### config.mk
export PLATFORM = sky130hd
export DESIGN_NAME = id_ex_stage
export DESIGN_NICKNAME = d
export VERILOG_FILES = /design/src/rtl/id_ex_stage.sv
export SDC_FILE = /design/constraint.sdc
export NUM_CORES = 1
export LEC_CHECK = 0
export ABC_CLOCK_PERIOD_IN_PS = 2280
export CAP_MARGIN = 30
export CORE_MARGIN = 2
export CORE_UTILIZATION = 37
export CTS_BUF_LIST = sky130_fd_sc_hd__clkbuf_4 sky130_fd_sc_hd__clkbuf_8 sky130_fd_sc_hd__clkbuf_16
export CTS_CLUSTER_DIAMETER = 60
export DETAILED_ROUTE_END_ITERATION = 8
export PLACE_DENSITY = 0.8
export SLEW_MARGIN = 15
export SYNTH_ARGS = -nofsm -noshare
export SYNTH_HDL_FRONTEND = slang
export SYNTH_SLANG_ARGS = --single-unit
export TNS_END_PERCENT = 50
### constraint.sdc
create_clock -name clk -period 2.28 [get_ports clk]
set_input_delay 0.342 -clock clk [delete_from_list [all_inputs] [get_ports clk]]
set_output_delay 0.342 -clock clk [all_outputs]
set_load 0.1 [all_outputs]
### src/rtl/id_ex_stage.sv
// -----------------------------------------------------------------------------
// id_ex_stage
//   ID/EX pipeline register of the five-stage MIPS core, with load-use hazard
//   detection. Decoded control, operands, immediate and register specifiers
//   are captured from Decode and presented to Execute one cycle later.
//   When the load in Execute writes a register that Decode reads, the stage
//   freezes PC and IF/ID for one cycle and loads a bubble into Execute.
//   A taken-branch flush also loads a bubble, and it overrides the freeze.
//
// Ports
//   clk, reset                  clock, synchronous active-high reset
//   id_*                        decoded control bits, ALU op class, operands,
//                               sign-extended immediate, rs/rt/rd
//   flush                       instruction in Decode is wrong-path
//   ex_*                        registered copies of the id_* fields
//   ex_funct / ex_shamt         immediate slices [5:0] / [10:6] for ALU control
//   pc_write / ifid_write       combinational advance enables (0 = freeze)
//   stall_count                 saturating count of load-use stall cycles
// -----------------------------------------------------------------------------
module id_ex_stage #(
   parameter int DATA_W = 32,
   parameter int REG_W  = 5,
   parameter int CNT_W  = 16
) (
   input  logic              clk,
   input  logic              reset,
   input  logic              id_reg_write,
   input  logic              id_mem_to_reg,
   input  logic              id_mem_read,
   input  logic              id_mem_write,
   input  logic              id_branch,
   input  logic              id_reg_dst,
   input  logic              id_alu_src,
   input  logic [1:0]        id_alu_op,
   input  logic [DATA_W-1:0] id_read_data1,
   input  logic [DATA_W-1:0] id_read_data2,
   input  logic [DATA_W-1:0] id_sign_ext,
   input  logic [REG_W-1:0]  id_rs,
   input  logic [REG_W-1:0]  id_rt,
   input  logic [REG_W-1:0]  id_rd,
   input  logic              flush,
   output logic              ex_reg_write,
   output logic              ex_mem_to_reg,
   output logic              ex_mem_read,
   output logic              ex_mem_write,
   output logic              ex_branch,
   output logic              ex_reg_dst,
   output logic              ex_alu_src,
   output logic [1:0]        ex_alu_op,
   output logic [DATA_W-1:0] ex_read_data1,
   output logic [DATA_W-1:0] ex_read_data2,
   output logic [DATA_W-1:0] ex_sign_ext,
   output logic [REG_W-1:0]  ex_rs,
   output logic [REG_W-1:0]  ex_rt,
   output logic [REG_W-1:0]  ex_rd,
   output logic [5:0]        ex_funct,
   output logic [4:0]        ex_shamt,
   output logic              pc_write,
   output logic              ifid_write,
   output logic [CNT_W-1:0]  stall_count
);

   localparam logic [CNT_W-1:0] CNT_MAX  = {CNT_W{1'b1}};
   localparam logic [CNT_W-1:0] CNT_ONE  = {{(CNT_W-1){1'b0}}, 1'b1};
   localparam logic [REG_W-1:0] REG_ZERO = {REG_W{1'b0}};

   // Control bundle bit order: {reg_write, mem_to_reg, mem_read, mem_write,
   //                            branch, reg_dst, alu_src}
   localparam int CTL_MEM_READ = 4;

   logic              hazard_s;
   logic              stall_s;
   logic              bubble_s;

   logic [6:0]        ctrl_d,   ctrl_q;
   logic [1:0]        alu_op_d, alu_op_q;
   logic [DATA_W-1:0] rd1_d,    rd1_q;
   logic [DATA_W-1:0] rd2_d,    rd2_q;
   logic [DATA_W-1:0] se_d,     se_q;
   logic [REG_W-1:0]  rs_d,     rs_q;
   logic [REG_W-1:0]  rt_d,     rt_q;
   logic [REG_W-1:0]  rd_d,     rd_q;
   logic [CNT_W-1:0]  cnt_d,    cnt_q;

   // Load-use hazard detection from the registered EX fields and live ID specifiers.
   always_comb begin
      hazard_s = 1'b0;
      stall_s  = 1'b0;
      bubble_s = 1'b0;
      // A load to $0 never produces a usable value, so it never stalls.
      if (ctrl_q[CTL_MEM_READ] && (rt_q != REG_ZERO) &&
          ((rt_q == id_rs) || (rt_q == id_rt))) begin
         hazard_s = 1'b1;
      end else begin
         hazard_s = 1'b0;
      end
      // A wrong-path instruction is discarded anyway, so flush cancels the freeze.
      stall_s  = hazard_s & ~flush;
      bubble_s = stall_s | flush;
   end

   // Next-state selection for the pipeline register and stall counter.
   always_comb begin
      rd1_d = id_read_data1;
      rd2_d = id_read_data2;
      se_d  = id_sign_ext;
      rs_d  = id_rs;
      rt_d  = id_rt;
      rd_d  = id_rd;
      if (bubble_s) begin
         // alu_op 00 makes ALU control pick add; harmless since nothing writes.
         ctrl_d   = 7'b000_0000;
         alu_op_d = 2'b00;
      end else begin
         ctrl_d   = {id_reg_write, id_mem_to_reg, id_mem_read, id_mem_write,
                     id_branch, id_reg_dst, id_alu_src};
         alu_op_d = id_alu_op;
      end
      if (stall_s && (cnt_q != CNT_MAX)) begin
         cnt_d = cnt_q + CNT_ONE;
      end else begin
         cnt_d = cnt_q;
      end
   end

   // Pipeline register and counter update; reset overrides stall and flush.
   always_ff @(posedge clk) begin
      if (reset) begin
         ctrl_q   <= 7'b000_0000;
         alu_op_q <= 2'b00;
         rd1_q    <= {DATA_W{1'b0}};
         rd2_q    <= {DATA_W{1'b0}};
         se_q     <= {DATA_W{1'b0}};
         rs_q     <= REG_ZERO;
         rt_q     <= REG_ZERO;
         rd_q     <= REG_ZERO;
         cnt_q    <= {CNT_W{1'b0}};
      end else begin
         ctrl_q   <= ctrl_d;
         alu_op_q <= alu_op_d;
         rd1_q    <= rd1_d;
         rd2_q    <= rd2_d;
         se_q     <= se_d;
         rs_q     <= rs_d;
         rt_q     <= rt_d;
         rd_q     <= rd_d;
         cnt_q    <= cnt_d;
      end
   end

   assign {ex_reg_write, ex_mem_to_reg, ex_mem_read, ex_mem_write,
           ex_branch, ex_reg_dst, ex_alu_src} = ctrl_q;
   assign ex_alu_op     = alu_op_q;
   assign ex_read_data1 = rd1_q;
   assign ex_read_data2 = rd2_q;
   assign ex_sign_ext   = se_q;
   assign ex_rs         = rs_q;
   assign ex_rt         = rt_q;
   assign ex_rd         = rd_q;
   assign ex_funct      = se_q[5:0];
   assign ex_shamt      = se_q[10:6];
   // Enables must act in the hazard cycle itself, so they are not registered.
   assign pc_write      = ~stall_s;
   assign ifid_write    = ~stall_s;
   assign stall_count   = cnt_q;

endmodule
==> Word level (Yosys, flattened, before mapping) <==
Index checks and enable logic that the tools add are counted.
{ "totals": {"output_inout_bits": 149, "word_cells": 24, "input_bits": 123, "register_bits": 136} }
{ "classes": {"n_eq_ne": 3, "muxes": 1, "bitwise": 4, "addsub": 1, "n_reduce_logical": 6} }
{ "ops": {"columns": ["op", "count"], "rows": [
  ["$add A16 B1 Y16 const B", 1],
  ["$ne A16 B16 Y1 const B", 1],
  ["$eq A5 B5 Y1", 2],
  ["$reduce_bool A5 Y1", 1],
  ["$logic_and A1 B1 Y1", 3],
  ["$not A1 Y1", 2],
  ["$reduce_or A2 Y1", 1],
  ["$and A1 B1 Y1", 1],
  ["$logic_or A1 B1 Y1", 1],
  ["$mux W1", 1],
  ["$or A1 B1 Y1", 1]
]} }

==> Logic depth before layout (Yosys ltp) <==
{ "logic_depth": {"ltp_word": 7, "mapped_depth": 8, "mapped_depth_nobuf": 6} }

==> Least setup slack after synthesis <==
OpenSTA, ideal clock, no wires.
{ "synth_timing": {"path_kind": "register to output", "startpoint": "register rt_q[0], in the netlist ex_rt[0]", "endpoint": "output pc_write", "arrival_ns": 2.945, "stages_incl_launch_ff": 9, "path_buffers": 3, "t_required_ns": 1.938, "slack_ns": -1.007, "cell_sequence": "dfxtp_1 -> xnor2_1 -> nand3_1 -> o22a_1 -> buf_6 -> clkbuf_1 -> nor2_1 -> nand2_1 -> buf_4"} }
{ "synth_via": {"elab_chain_len": 6, "word_cells_on_any_way": 9, "cone_classes": "eq/ne (2); mux (1); bitwise (2); reduce/logical (4)"} }
{ "synth_lines": {"columns": ["element", "line", "text"], "rows": [
  ["start, declared", "81", "logic [REG_W-1:0] rt_d, rt_q;"],
  ["start signal, assigned", "145", "rt_q <= rt_d;"],
  ["$eq A5 B5 Y1 / $reduce_bool A5 Y1 (equally long branches)", "92, 91", null],
  ["$logic_or A1 B1 Y1 / $logic_and A1 B1 Y1 (equally long branches)", "92, 91", null],
  ["$logic_and A1 B1 Y1 (*)", "91", "if (ctrl_q[CTL_MEM_READ] && (rt_q != REG_ZERO) &&"],
  ["$mux W1 (*)", "91", null],
  ["$and A1 B1 Y1 (*)", "98", "stall_s = hazard_s & ~flush;"],
  ["$not A1 Y1 (*)", null, null],
  ["end, declared", "58", "output logic pc_write,"]
]} }
Mark *: on every way between the ends. The rest lies on a longest branch, timed or not.

==> Worst setup path in the final report <==
{ "layout_timing": {"startpoint": "register rt_q[1], in the netlist ex_rt[1]", "endpoint": "output ifid_write"} }
{ "layout_via": {"elab_chain_len": 6, "word_cells_on_any_way": 9, "cone_classes": "eq/ne (2); mux (1); bitwise (2); reduce/logical (4)"} }
{ "layout_lines": {"columns": ["element", "line", "text"], "rows": [
  ["$eq A5 B5 Y1 / $reduce_bool A5 Y1 (equally long branches)", "92, 91", null],
  ["$logic_or A1 B1 Y1 / $logic_and A1 B1 Y1 (equally long branches)", "92, 91", null],
  ["$logic_and A1 B1 Y1 (*)", "91", null],
  ["$mux W1 (*)", "91", null],
  ["$and A1 B1 Y1 (*)", "98", null],
  ["$not A1 Y1 (*)", "164", "assign ifid_write = ~stall_s;"],
  ["end, declared", "59", "output logic ifid_write,"]
]} }
Marked as above.

==> results by group <==
Synth
  – Syn_area_per_cell: between 10 and 15 um2
  – Top_reg_cell synth: dfxtp_1
  – Synth Register Bits: about 140
  – Yosys warning count: 0
  – Ys async rst share: 0%
  – Post-synthesis cell type count: between 40 and 50
  – Seq/Total Area, Yosys: roughly three fifths
  – Syn Nets: between 500 and 600
  – Cell area after synthesis: 4430 um2
  – Syn Inst Count: slightly below 400
  – Number of synthesized flops with an enable pin: 0

Placed design
  – DP Cell Count: 786
  – Pre-CTS WS: -0.0950 ns
  – Buffers on Ports: 271
  – RePlAce Congestion: between 0.7 and 0.8
  – Post-DP HPWL: between 9000 and 10000 um

Drt
  – # DRC: 0
  – Final WL: 12300 um
  – DR top layer: met4
  – Post-DRT Antenna Nets: 0
  – Met1 Wirelength: between 4000 and 5000 um
  – DR vias: between 3000 and 4000
  – Met2 wire len: about 6400 um
  – DR iter-0 viols: about 210
  – Metal3 WL: between 1000 and 1500 um
  – First-pass detailed-route iteration total: 4
  – Via density per instance: 4.56
  – DR WL/cell: 15.0 um

Finish
  – Fraction of layout cells with a size suffix above 1: 31.9%
  – Layout area overhead: 70.9%
  – Layout Nets: slightly below 800
  – Fill cell count: between 800 and 900
  – Most common cell after layout, fill and taps aside: buf_4
  – Final Util: 65.4%
  – Ant. Diodes: 0
  – Layout Cells excl Fill: 820
  – Commonest cells after routing, fill and taps aside: buf_4 (155), dfxtp_1 (125), clkdlybuf4s50_1 (121)

Worst setup path
  – Setup crit start kind: flop
  – CP max FO: 4
  – Worst setup EP type: output port
  – CP required: between 1.5 and 2 ns
  – Crit path DAT: about 1.8 ns
  – Critical path type: reg2out

CTS
  – Clock latency at the later pin of the worst-skew pair: 0.41 ns
  – CTS tree: built
  – Number of CTS-inserted buffers: 17
  – CTS sink cnt: approximately 140
  – Clock slew at reported path FFs: approximately 0.060 ns
  – H-tree levels: 4
  – Clk buf depth: 2
  – CTS Root Cell: clkbuf_16

STA
  – Tightest Pin Transition: between 0.4 and 0.5 ns
  – Fin crit period: roughly 2.2 ns
  – Headroom to the max-slew limit: 68.5%
  – Max frequency: between 400 and 500 MHz
  – Hold Violations, Final: 0
  – Final Cycle Share: between 90 and 100%
  – Setup violators final: 0
  – Setup Skew: about 0.0025 ns
  – RSZ-0062 raised after global routing: no
  – Final Hold Slack: 0.374 ns
  – Max-slew violations: 0
  – Setup WS post-layout: 0.104 ns

GRT
  – Vias in the first global route: around 3600
  – Total gr overflow: 0
  – Initial antenna violation count: 0
  – Largest net degree at the start of global routing: 59
  – First-pass GRT wire length: ~18000 um
  – Tot GR Track Use: a little under a fifth

Run status
  – Status: completed

Power
  – Leak pwr: approximately 3.3 nW
  – VDD IR-drop max: approximately 0.57 mV
  – PwrDens: approximately 910 nW/um2

Floorplanning
  – Horiz. Die Dim: 113 um
  – Initial Util: around two fifths
  – DIE HEIGHT: about 110 um
  – CORE AREA: between 10000 and 15000 um2
  – Placement Rows: 39
  – Die area: ~13000 um2
  – Num ports: 272

Hold path
  – Worst Hold Class: in2reg

Run
  – Max-Cap Viols: 0
timing repair:
action / in CTS / in global routing
resized for setup: 2 / 2
setup endpoints to repair: 2 / 2
hold buffers: 0 / 0
pin swaps: 0 / 1
buffers inserted: 0 / 2
worst max-delay path, cell delays in order (launching register included):
cell and delay, ns:
dfxtp_4 0.36, or4_1 0.54, o21a_4 0.25, nand2_4 0.09
buf_12 0.17
flip-flops by register name, summed over array words and instances (netlist names):
register,cells
ex_read_data2,32
ex_rs,5
ex_rd,5
stall_count,16
ex_sign_ext,32
ex_alu_op,2
ex_rt,5
ex_read_data1,32
ctrl_q,7
where the power goes:
group / internal [mW] / total (mW) / leakage, nW / switching, mW
registers: 2.49 / 2.53 / 1.13 / 0.0394
logic: 0.421 / 1.48 / 1.81 / 1.06
clock network: 1.86 / 2.86 / 0.312 / 1.01
cells by family (layout without fill, tap and decap cells):
logic type / Yosys count / in the layout / synth area share [%]
buf+inv: 35 / 314 / 4.55
xor+xnor: 10 / 10 / 1.98
simple gates: 183 / 183 / 26.1
fa+ha+maj: 1 / 1 / 0.283
flops: 136 / 136 / 61.5
mux: 2 / 2 / 0.593
compound gates: 31 / 31 / 4.97
final timing paths:
kind	from	endpoint	slack [ns]	cells past startpoint
worst max-delay path	ex_rt[1]$_SDFF_PP0_	ifid_write	0.10	4
worst min-delay path	reset	ex_read_data2[30]$_SDFF_PP0_	0.37	2
worst max register to register	stall_count[0]$_SDFFE_PP0P_	stall_count[13]$_SDFFE_PP0P_	0.33	6
worst min register to register	stall_count[15]$_SDFFE_PP0P_	stall_count[15]$_SDFFE_PP0P_	0.50	2
routing by layer:
layer  vias up  track usage (%)
li1       1828                -
met1      1704             19.3
met2       183             32.4
met3        23             8.34
met4         0             7.80
met5         -                0
synthesized netlist by cell type (3+ instances only):
library cell | count | area (um2)
nor4_1 | 3 | 18.8
nor3_1 | 3 | 15.0
dfxtp_1 | 136 | 2720
o21ai_0 | 5 | 25.0
nor2b_1 | 113 | 707
xnor2_1 | 10 | 87.6
and2_1 | 10 | 62.6
or3_1 | 4 | 25.0
clkbuf_1 | 17 | 63.8
nor2_1 | 6 | 22.5
or4_1 | 5 | 37.5
buf_6 | 3 | 33.8
a21oi_1 | 10 | 50.1
and3_1 | 4 | 25.0
and4_1 | 4 | 35.0
nand4_1 | 5 | 31.3
buf_4 | 12 | 90.1
nand2_1 | 7 | 26.3
nand3_1 | 9 | 45.0
o31ai_1 | 5 | 37.5
area by class of cell:
class / count / area [um2] / share of cell area, %
Clock buffer: 23 / 531 / 7.01
Clock inverter: 9 / 108 / 1.42
Tap cell: 143 / 179 / 2.36
Multi-Input combinational cell: 227 / 1520 / 20.1
Inverter: 1 / 3.75 / 0.0496
Timing Repair Buffer: 281 / 2470 / 32.7
Sequential cell: 136 / 2750 / 36.3
metrics by stage:
stage | setup TNS, ns | instance area [um2] | total power, mW
floorplan | -0.0224 | 4470 | 3.62
global placement | -0.111 | 6900 | 4.05
detailed placement | -0.521 | 6900 | 4.06
CTS | 0 | 7550 | 6.92
global route | 0 | 7570 | 7.09
finish | 0 | 7570 | 6.87
Note: power is estimated with default switching activity, not from simulation.
